## config.mk

```make
export PLATFORM = sky130hd
export DESIGN_NAME = giraffe_adc_emu
export DESIGN_NICKNAME = d
export VERILOG_FILES = /design/src/rtl/giraffe_adc_pkg.sv /design/src/rtl/giraffe_adc_emu_lfsr.sv /design/src/rtl/giraffe_adc_emu.sv
export SDC_FILE = /design/constraint.sdc
export NUM_CORES = 1
export LEC_CHECK = 0
export ABC_AREA = 1
export CAP_MARGIN = 20
export CORE_MARGIN = 2
export CORE_UTILIZATION = 40
export CTS_BUF_LIST = sky130_fd_sc_hd__clkbuf_8
export CTS_CLUSTER_DIAMETER = 40
export DETAILED_ROUTE_END_ITERATION = 16
export GPL_ROUTABILITY_DRIVEN = 0
export HOLD_SLACK_MARGIN = 0.12
export PLACE_DENSITY = 0.64
export SYNTH_ARGS = -nofsm -noshare
export SYNTH_HDL_FRONTEND = slang
export SYNTH_HIERARCHICAL = 1
export SYNTH_SLANG_ARGS = --single-unit
```

## constraint.sdc

```tcl
create_clock -name clk -period 4 [get_ports clk]
set_input_delay 1 -clock clk [delete_from_list [all_inputs] [get_ports clk]]
set_output_delay 1 -clock clk [all_outputs]
set_load 0.05 [all_outputs]
```

## src/rtl/giraffe_adc_pkg.sv

```systemverilog
// Shared definitions for the Giraffe ADC die emulator: FSM state encoding and
// the noise LFSR seed/tap constants.
package giraffe_adc_pkg;

    typedef enum logic {
        IDLE = 1'b0,
        CONV = 1'b1
    } adc_state_e;

    // Fibonacci x^16+x^14+x^13+x^11+1, taps expressed as state bit positions 15,13,12,10
    localparam logic [15:0] LFSR_SEED = 16'hACE1;
    localparam logic [15:0] LFSR_TAPS = 16'hB400;

endpackage

```

## src/rtl/giraffe_adc_emu_lfsr.sv

```systemverilog
// 16-bit Fibonacci LFSR supplying the per-sub-word noise bit of the ADC emulator.
module giraffe_adc_emu_lfsr
    import giraffe_adc_pkg::*;
(
    input  logic clk,
    input  logic nrst,
    input  logic clr,
    input  logic step,
    output logic bit_out
);

    logic [15:0] state_q;

    always_ff @(posedge clk or negedge nrst) begin
        if (!nrst) begin
            state_q <= LFSR_SEED;
        end else if (clr) begin
            state_q <= LFSR_SEED;
        end else if (step) begin
            state_q <= {state_q[14:0], ^(state_q & LFSR_TAPS)};
        end
    end

    assign bit_out = state_q[0];

endmodule

```

## src/rtl/giraffe_adc_emu.sv

```systemverilog
// Behavioural responder for the Giraffe ADC chip interface: pipelined sub-ADC words,
// calibration pattern mode, optional LSB noise under GIRAFFE_ADC_EMU_NOISE_EN.
module giraffe_adc_emu
    import giraffe_adc_pkg::*;
#(
    parameter int unsigned NUM_bit     = 6,
    parameter int unsigned NUM_STAGE   = 3,
    parameter int unsigned CONV_CYCLES = 16
) (
    input  logic               clk,
    input  logic               nrst,
    input  logic               adc_rstn,
    input  logic               adc_ena,
    input  logic               adc_calib_ena,
    input  logic [8:0]         adc_NOWA,
    output logic               adc_ack,
    output logic               adc_ack_sub,
    output logic [NUM_bit-1:0] adc_dout
);

    localparam int unsigned W  = NUM_STAGE * NUM_bit;
    localparam int unsigned PW = $clog2(CONV_CYCLES);

    generate
        if (W < 9 || CONV_CYCLES < NUM_STAGE + 2) begin : g_bad_cfg
            $error("giraffe_adc_emu: need NUM_STAGE*NUM_bit >= 9 and CONV_CYCLES >= NUM_STAGE+2");
        end
    endgenerate

    adc_state_e         state_q, state_n;
    logic [PW-1:0]      p_q, p_n;
    logic [W-1:0]       acc_q, acc_n, sample_q, sample_n;
    logic [NUM_bit-1:0] cal_q, cal_n, cal_s_q, cal_s_n;
    logic               mode_q, mode_n;
    logic               ack_n, sub_n;
    logic [NUM_bit-1:0] dout_n;
    logic [W-1:0]       shifted;
    int unsigned        k_idx;

`ifdef GIRAFFE_ADC_EMU_NOISE_EN
    logic noise_bit;

    giraffe_adc_emu_lfsr u_lfsr (
        .clk     (clk),
        .nrst    (nrst),
        .clr     (!adc_rstn),
        .step    (sub_n),
        .bit_out (noise_bit)
    );
`endif

    always_ff @(posedge clk or negedge nrst) begin
        if (!nrst) begin
            state_q     <= IDLE;
            p_q         <= '0;
            acc_q       <= '0;
            sample_q    <= '0;
            cal_q       <= '0;
            cal_s_q     <= '0;
            mode_q      <= 1'b0;
            adc_ack     <= 1'b0;
            adc_ack_sub <= 1'b0;
            adc_dout    <= '0;
        end else begin
            state_q     <= state_n;
            p_q         <= p_n;
            acc_q       <= acc_n;
            sample_q    <= sample_n;
            cal_q       <= cal_n;
            cal_s_q     <= cal_s_n;
            mode_q      <= mode_n;
            adc_ack     <= ack_n;
            adc_ack_sub <= sub_n;
            adc_dout    <= dout_n;
        end
    end

    // Outputs are registered from the current period cycle, so cycle p=1 appears one clock later
    always_comb begin
        state_n  = state_q;
        p_n      = p_q;
        acc_n    = acc_q;
        sample_n = sample_q;
        cal_n    = cal_q;
        cal_s_n  = cal_s_q;
        mode_n   = mode_q;
        ack_n    = 1'b0;
        sub_n    = 1'b0;
        dout_n   = '0;
        k_idx    = (p_q == '0) ? 0 : 32'(p_q) - 1;
        shifted  = sample_q << (NUM_bit * k_idx);

        if (!adc_rstn) begin
            state_n  = IDLE;
            p_n      = '0;
            acc_n    = '0;
            sample_n = '0;
            cal_n    = '0;
            cal_s_n  = '0;
            mode_n   = 1'b0;
        end else begin
            case (state_q)
                IDLE: begin
                    if (adc_ena) begin
                        state_n = CONV;
                        p_n     = '0;
                    end
                end
                CONV: begin
                    if (p_q == '0) begin
                        mode_n   = adc_calib_ena;
                        sample_n = acc_q;
                        acc_n    = acc_q + W'(adc_NOWA);
                        cal_n    = cal_q + NUM_bit'(1);
                        cal_s_n  = cal_q;
                    end
                    if (p_q != '0 && k_idx < NUM_STAGE) begin
                        sub_n  = 1'b1;
                        dout_n = mode_q ? cal_s_q + NUM_bit'(k_idx) : shifted[W-1 -: NUM_bit];
`ifdef GIRAFFE_ADC_EMU_NOISE_EN
                        if (!mode_q) dout_n[0] = dout_n[0] ^ noise_bit;
`endif
                    end
                    if (32'(p_q) == NUM_STAGE + 1) ack_n = 1'b1;
                    if (32'(p_q) == CONV_CYCLES - 1) begin
                        p_n     = '0;
                        state_n = adc_ena ? CONV : IDLE;
                    end else begin
                        p_n = p_q + PW'(1);
                    end
                end
                default: state_n = IDLE;
            endcase
        end
    end

endmodule

```

Word-level counts from Yosys, hierarchy flattened
Cells that the tools add are included.

Input bits: 14. Word-level logic and storage cells: 62. Bits in registers: 62. Output and inout port bits: 8.

$add $sub $neg: 5. Bitwise gates (word level): 1. Reductions and logical operators: 4. Mux-type cells: 34. $mul: 1. $lt $le $gt $ge: 1. Eq/ne operators: 5. Shift operators: 1.

Operators by type and width (count): 18-bit 2-to-1 mux (6); 6-bit 2-to-1 mux (10); 32-bit by 2-bit < comparator with 1-bit output, second input constant (1); 2-bit by 32-bit multiplier with 31-bit output, first input constant (1); 32-bit 2-to-1 mux (1); 18-bit by 32-bit << shifter with 18-bit output (1); 18-bit by 9-bit adder with 18-bit output (1); 1-bit 2-to-1 mux (12); 4-bit 2-to-1 mux (3); 4-bit one-hot mux with 2 select lines (1); 6-bit by 1-bit adder with 6-bit output, second input constant (1); 6-bit adder (1); 4-bit by 1-bit subtractor with 5-bit output, second input constant (1); 4-bit by 1-bit adder with 4-bit output, second input constant (1); 4-bit by 3-bit == test with 1-bit output, second input constant (1); 4-bit == test, second input constant (1); 4-bit logical NOT (1); 2-bit by 1-bit inequality test with 1-bit output, second input constant (2); 4-bit nonzero test (1); 3-bit inequality test, second input constant (1); 1-bit one-hot mux with 2 select lines (1); 2-bit AND reduction (1); 1-bit logical AND (1); 1-bit NOT (1).

Depth between registers and ports, before layout
Word-level depth: 8. Mapped depth: 23. Gate-level depth less buffers: 22.

Worst setup path before layout
No wires, ideal clock.

Path type: register to register. Start: register p_q[0]. End: register adc_dout[4]. Slack: 1.092 ns. Data arrival time: 2.830 ns. Period minus slack after synthesis: 2.908 ns. Cell stages (with the launch flop): 17. Cell sequence: dfrtp_1 > inv_1 > ha_1 > nand2_4 > inv_1 > a21oi_1 > ha_1 > inv_1 > fa_1 > inv_1 > nor2_1 > inv_1 > nor2_1 > a21oi_1 > nor2_1 > nand2_1 > a21oi_1.

Word-level cells in the longest chain between the ends: 8. Elaborated cells on any way between the ends: 13. Those cells by class: add/sub: 2; mul: 1; order compare: 1; shift: 1; mux: 5; reduce/logical: 3.

Ends and longest elaborated chain: from (decl) (RTL line giraffe_adc_emu.sv:31) `logic [PW-1:0] p_q, p_n;`; from (signal assigned) (RTL line giraffe_adc_emu.sv:66) `p_q <= p_n;`; 4-bit by 1-bit subtractor with 5-bit output / 4-bit logical NOT (equally long branches) (RTL line giraffe_adc_emu.sv:90) `k_idx = (p_q == '0) ? 0 : 32'(p_q) - 1;`; 32-bit 2-to-1 mux (RTL line giraffe_adc_emu.sv:90); 2-bit by 32-bit multiplier with 31-bit output (RTL line giraffe_adc_emu.sv:91) `shifted = sample_q << (NUM_bit * k_idx);`; 18-bit by 32-bit << shifter with 18-bit output (RTL line giraffe_adc_emu.sv:91); 6-bit 2-to-1 mux (RTL line giraffe_adc_emu.sv:119) `dout_n = mode_q ? cal_s_q + NUM_bit'(k_idx) : shifted[W-1 -: NUM_bit];`; 6-bit 2-to-1 mux * (RTL line giraffe_adc_emu.sv:117) `if (p_q != '0 && k_idx < NUM_STAGE) begin`; 6-bit 2-to-1 mux * (RTL line giraffe_adc_emu.sv:102) `case (state_q)`; 6-bit 2-to-1 mux * (RTL line giraffe_adc_emu.sv:93) `if (!adc_rstn) begin`; net dout_n[4] (RTL line giraffe_adc_emu.sv:36) `logic [NUM_bit-1:0] dout_n;`; to (signal assigned) (RTL line giraffe_adc_emu.sv:74) `adc_dout <= dout_n;`; to (decl) (RTL line giraffe_adc_emu.sv:18) `output logic [NUM_bit-1:0] adc_dout`.

Mark *: on every way through the listed nets, which the timed path passes. The rest lies on a longest branch. A chain may end at the register's enable or synchronous reset.

Final worst setup path
Ends and elaborated chain as after synthesis.

==> impl_metrics.json <==
{
  "final_common_cell": "nand2_1",
  "cts_tree": "built",
  "syn_nets": 547,
  "min-delay-start": "cal_q[3]$_DFFE_PN0P_",
  "synth_compound_area_frac": 0.1818,
  "root_buffer": "clkbuf_8",
  "p_seq_frac": 0.391,
  "power_frac_comb": 0.271,
  "clkLatencyLatePin_ns": 0.35,
  "antenna_found_initial": 0,
  "pwr-share-clk": 0.338,
  "fin_crit_ns": 3.436,
  "cp_max_fo": 7,
  "syn_inst": 507,
  "io_buffer_count": 21,
  "drtIter0Drc": 206,
  "vias_per_cell": 5.143,
  "chipHeight_um": 102.9,
  "period_share": 0.8589,
  "start_util": 0.4062,
  "final_cell_mix": "104 x nand2_1, 69 x inv_1, 62 x dfrtp_1",
  "die_area_um2": 10590,
  "synth_enable_flop_cells": 0,
  "synth_seq_cells": 62,
  "drv_slew": 0,
  "p_switching_w": 0.0005921,
  "rr_startpoint": "p_q[0]$_DFFE_PN0P_",
  "grt_max_degree": 33,
  "finalHoldViolCount": 0,
  "detailedPlace.worstSlack_ns": 0.6477,
  "cts_made_buffers": 9,
  "grt_overflow": 0,
  "cp.required_ns": 4.28,
  "synth.distinct_cells": 45,
  "worstPathCellList": "inv_1 > ha_1 > nand2_4 > inv_1 > a21oi_1 > ha_1 > inv_1 > fa_1 > inv_1 > nor2_1 > inv_1 > nor2_1 > a21oi_1 > nor2_1 > nand2_1 > a21oi_1",
  "slew_headroom": 0.4842,
  "row_count": 36,
  "synth-simple-area-share": 0.2352,
  "cp-end-kind": "flop",
  "rsz0062_at_grt": "no",
  "post_cts_buffers": 0,
  "die_x_um": 102.9,
  "crit_path_frequent_cell": "inv_1",
  "wl_per_cell_um": 14.20,
  "worstSetupPathType": "reg -> reg",
  "fin_skew_ns": 0.009970,
  "top_usage_layer": "met2",
  "synthMuxAreaShare": 0,
  "cap_violations": 0,
  "htreeDepth": 3,
  "wirelength_um": 9501,
  "mappedNetlistArea_um2": 3915,
  "synth_top_family_by_area": "simple AND/OR/NAND/NOR gates",
  "finalSetupViolCount": 0,
  "worst_slew_pin_slew_ns": 0.7737,
  "fin_hold_ws_ns": 0.4736,
  "gr-usage-all-layers": 0.1977,
  "ios": 22,
  "cts_resized": 0,
  "diodes": 0,
  "worstSetupStartpointType": "flop",
  "grt_util_met2": 0.3097,
  "reg2regPathDepth": 16,
  "final_layout_size_suffix_gt1_frac": 0.07463,
  "cellPowerDensity_nw_per_um2": 394.5,
  "use_met3": 0.04136,
  "synth_warnings": 6,
  "power.share.switching": 0.3370,
  "p_leak_nw": 2.099,
  "clkSlewWorstSetupHoldPaths_ns": 0.08,
  "slowest_delay_ns": 0.55,
  "hp-class": "reg -> reg",
  "syn2layout_area_growth_pct": 13.74,
  "status": "complete, no violations",
  "synthAdderAreaFrac": 0.08885,
  "r2r_setup_slack_ns": 0.56,
  "p_int_w": 0.001165,
  "synth_xor_xnor_area_share": 0.008949,
  "drt_pass1_iterations": 5,
  "async_flop_share": 1.000,
  "nets": 572,
  "min_to": "cal_q[4]$_DFFE_PN0P_",
  "tns_ns": 0,
  "via_count": 3441,
  "yosysSeqAreaShare": 0.3963,
  "core_um2": 9639,
  "fmax_mhz": 291.1,
  "clock_sinks": 62,
  "syn_area_per_cell_um2": 7.722,
  "crit_slowest_cell": "fa_1",
  "worstHoldPathCells": 1,
  "critPathArrivalTime_ns": 3.71,
  "power_w": 0.001757,
  "postRouteAntennaNets": 0,
  "grt_pass1_vias": 3333,
  "setup_ws_ns": 0.5642,
  "place_hpwl_um": 7096,
  "drc": 0,
  "cts_max_path_buffers": 2,
  "synthFlopType": "dfrtp_1",
  "r2r_end": "adc_dout[4]$_DFF_PN0_",
  "peakVddDrop_uv": 186.2,
  "gr-usage-met1": 0.2763,
  "ctsHoldBuffers": 0,
  "grt_pass1_wl_um": 16130
}
cell families (layout without fill, tap and decap cells):
kind of cell	Yosys count	count (layout)
AOI/OAI and AO/OA	125	125
xor gates and xnor gates	4	4
adders and majority gates	26	26
buffers and inverters	84	113
DFF	62	62
and+or+nand+nor	206	206
metrics by stage:
step           std cells  utilization  area (um2)
6_report             669       0.4620        4453
3_3_place_gp         654       0.4409        4250
2_1_floorplan        507            -        3915
4_1_cts              669       0.4620        4453
5_1_grt              669       0.4620        4453
3_5_place_dp         654       0.4409        4250
cell usage after synthesis, types with 2 or more instances:
master / n / share of area
clkbuf_1: 6 / 0.0058
a22o_1: 3 / 0.0067
buf_2: 2 / 0.0026
nor2_1: 35 / 0.034
nor3_2: 3 / 0.0077
a21oi_1: 42 / 0.054
o21ai_1: 6 / 0.0077
xor2_1: 2 / 0.0045
dfrtp_1: 62 / 0.40
nor3_1: 9 / 0.012
o211ai_1: 3 / 0.0058
o22ai_1: 12 / 0.019
nand2_4: 2 / 0.0058
o21ai_0: 43 / 0.055
ha_1: 23 / 0.074
nand3_1: 40 / 0.051
a21o_1: 3 / 0.0058
a31oi_1: 3 / 0.0048
nand2_1: 104 / 0.10
nand2_2: 2 / 0.0032
xnor2_1: 2 / 0.0045
inv_1: 68 / 0.065
fa_1: 3 / 0.015
nor2_4: 3 / 0.0086
inv_2: 2 / 0.0019
o21bai_1: 2 / 0.0038
buf_6: 4 / 0.012
sequential cells by signal, indices dropped and copies added, names as in the netlist:
name,flops
cal_q,6
adc_dout,6
state_q,1
mode_q,1
sample_q,18
adc_ack_sub,1
cal_s_q,6
acc_q,18
adc_ack,1
p_q,4
power by group through the flow:
stage / sequential, W / clock (W) / combinational [W]
2_1_floorplan: 0.000695 / 0 / 0.000353
3_3_place_gp: 0.000697 / 0 / 0.000465
3_5_place_dp: 0.000698 / 0 / 0.000471
4_1_cts: 0.000686 / 0.000609 / 0.000475
5_1_grt: 0.000691 / 0.000632 / 0.000546
6_report: 0.000687 / 0.000594 / 0.000476
per-layer routing:
layer	part of all wire	vias up
li1	-	1733
met1	0.48	1582
met2	0.44	113
met3	0.065	13
met4	0.016	0
met5	0	-
worst max-delay path, delay by kind of cell (launching register included):
family | cells | cell delay, ns
compound gates | 3 | 0.62
fa+ha+maj | 3 | 1.10
buf+inv | 5 | 0.52
flops | 1 | 0.37
simple gates | 5 | 0.75
area by class of cell:
type | instances | area (um2)
fillers | 994 | 5186
multi-input cells | 361 | 2016
flip-flops and latches | 62 | 1551
inverters | 71 | 266.5
repair buffers | 27 | 250.2
well taps | 133 | 166.4
clock buffers | 9 | 123.9
clock inverters | 6 | 78.83
worst max path at each step:
stage | startpoint | slack, ns | to
global route | p_q[0]$_DFFE_PN0P_ | 0.25 | adc_dout[4]$_DFF_PN0_
global placement | p_q[0]$_DFFE_PN0P_ | 0.75 | adc_dout[4]$_DFF_PN0_
finish | p_q[0]$_DFFE_PN0P_ | 0.56 | adc_dout[4]$_DFF_PN0_
floorplan | p_q[0]$_DFFE_PN0P_ | 1.09 | adc_dout[4]$_DFF_PN0_
CTS | p_q[0]$_DFFE_PN0P_ | 0.58 | adc_dout[4]$_DFF_PN0_
detailed placement | p_q[0]$_DFFE_PN0P_ | 0.65 | adc_dout[4]$_DFF_PN0_
No activity file was read; power rests on OpenSTA's default activity.
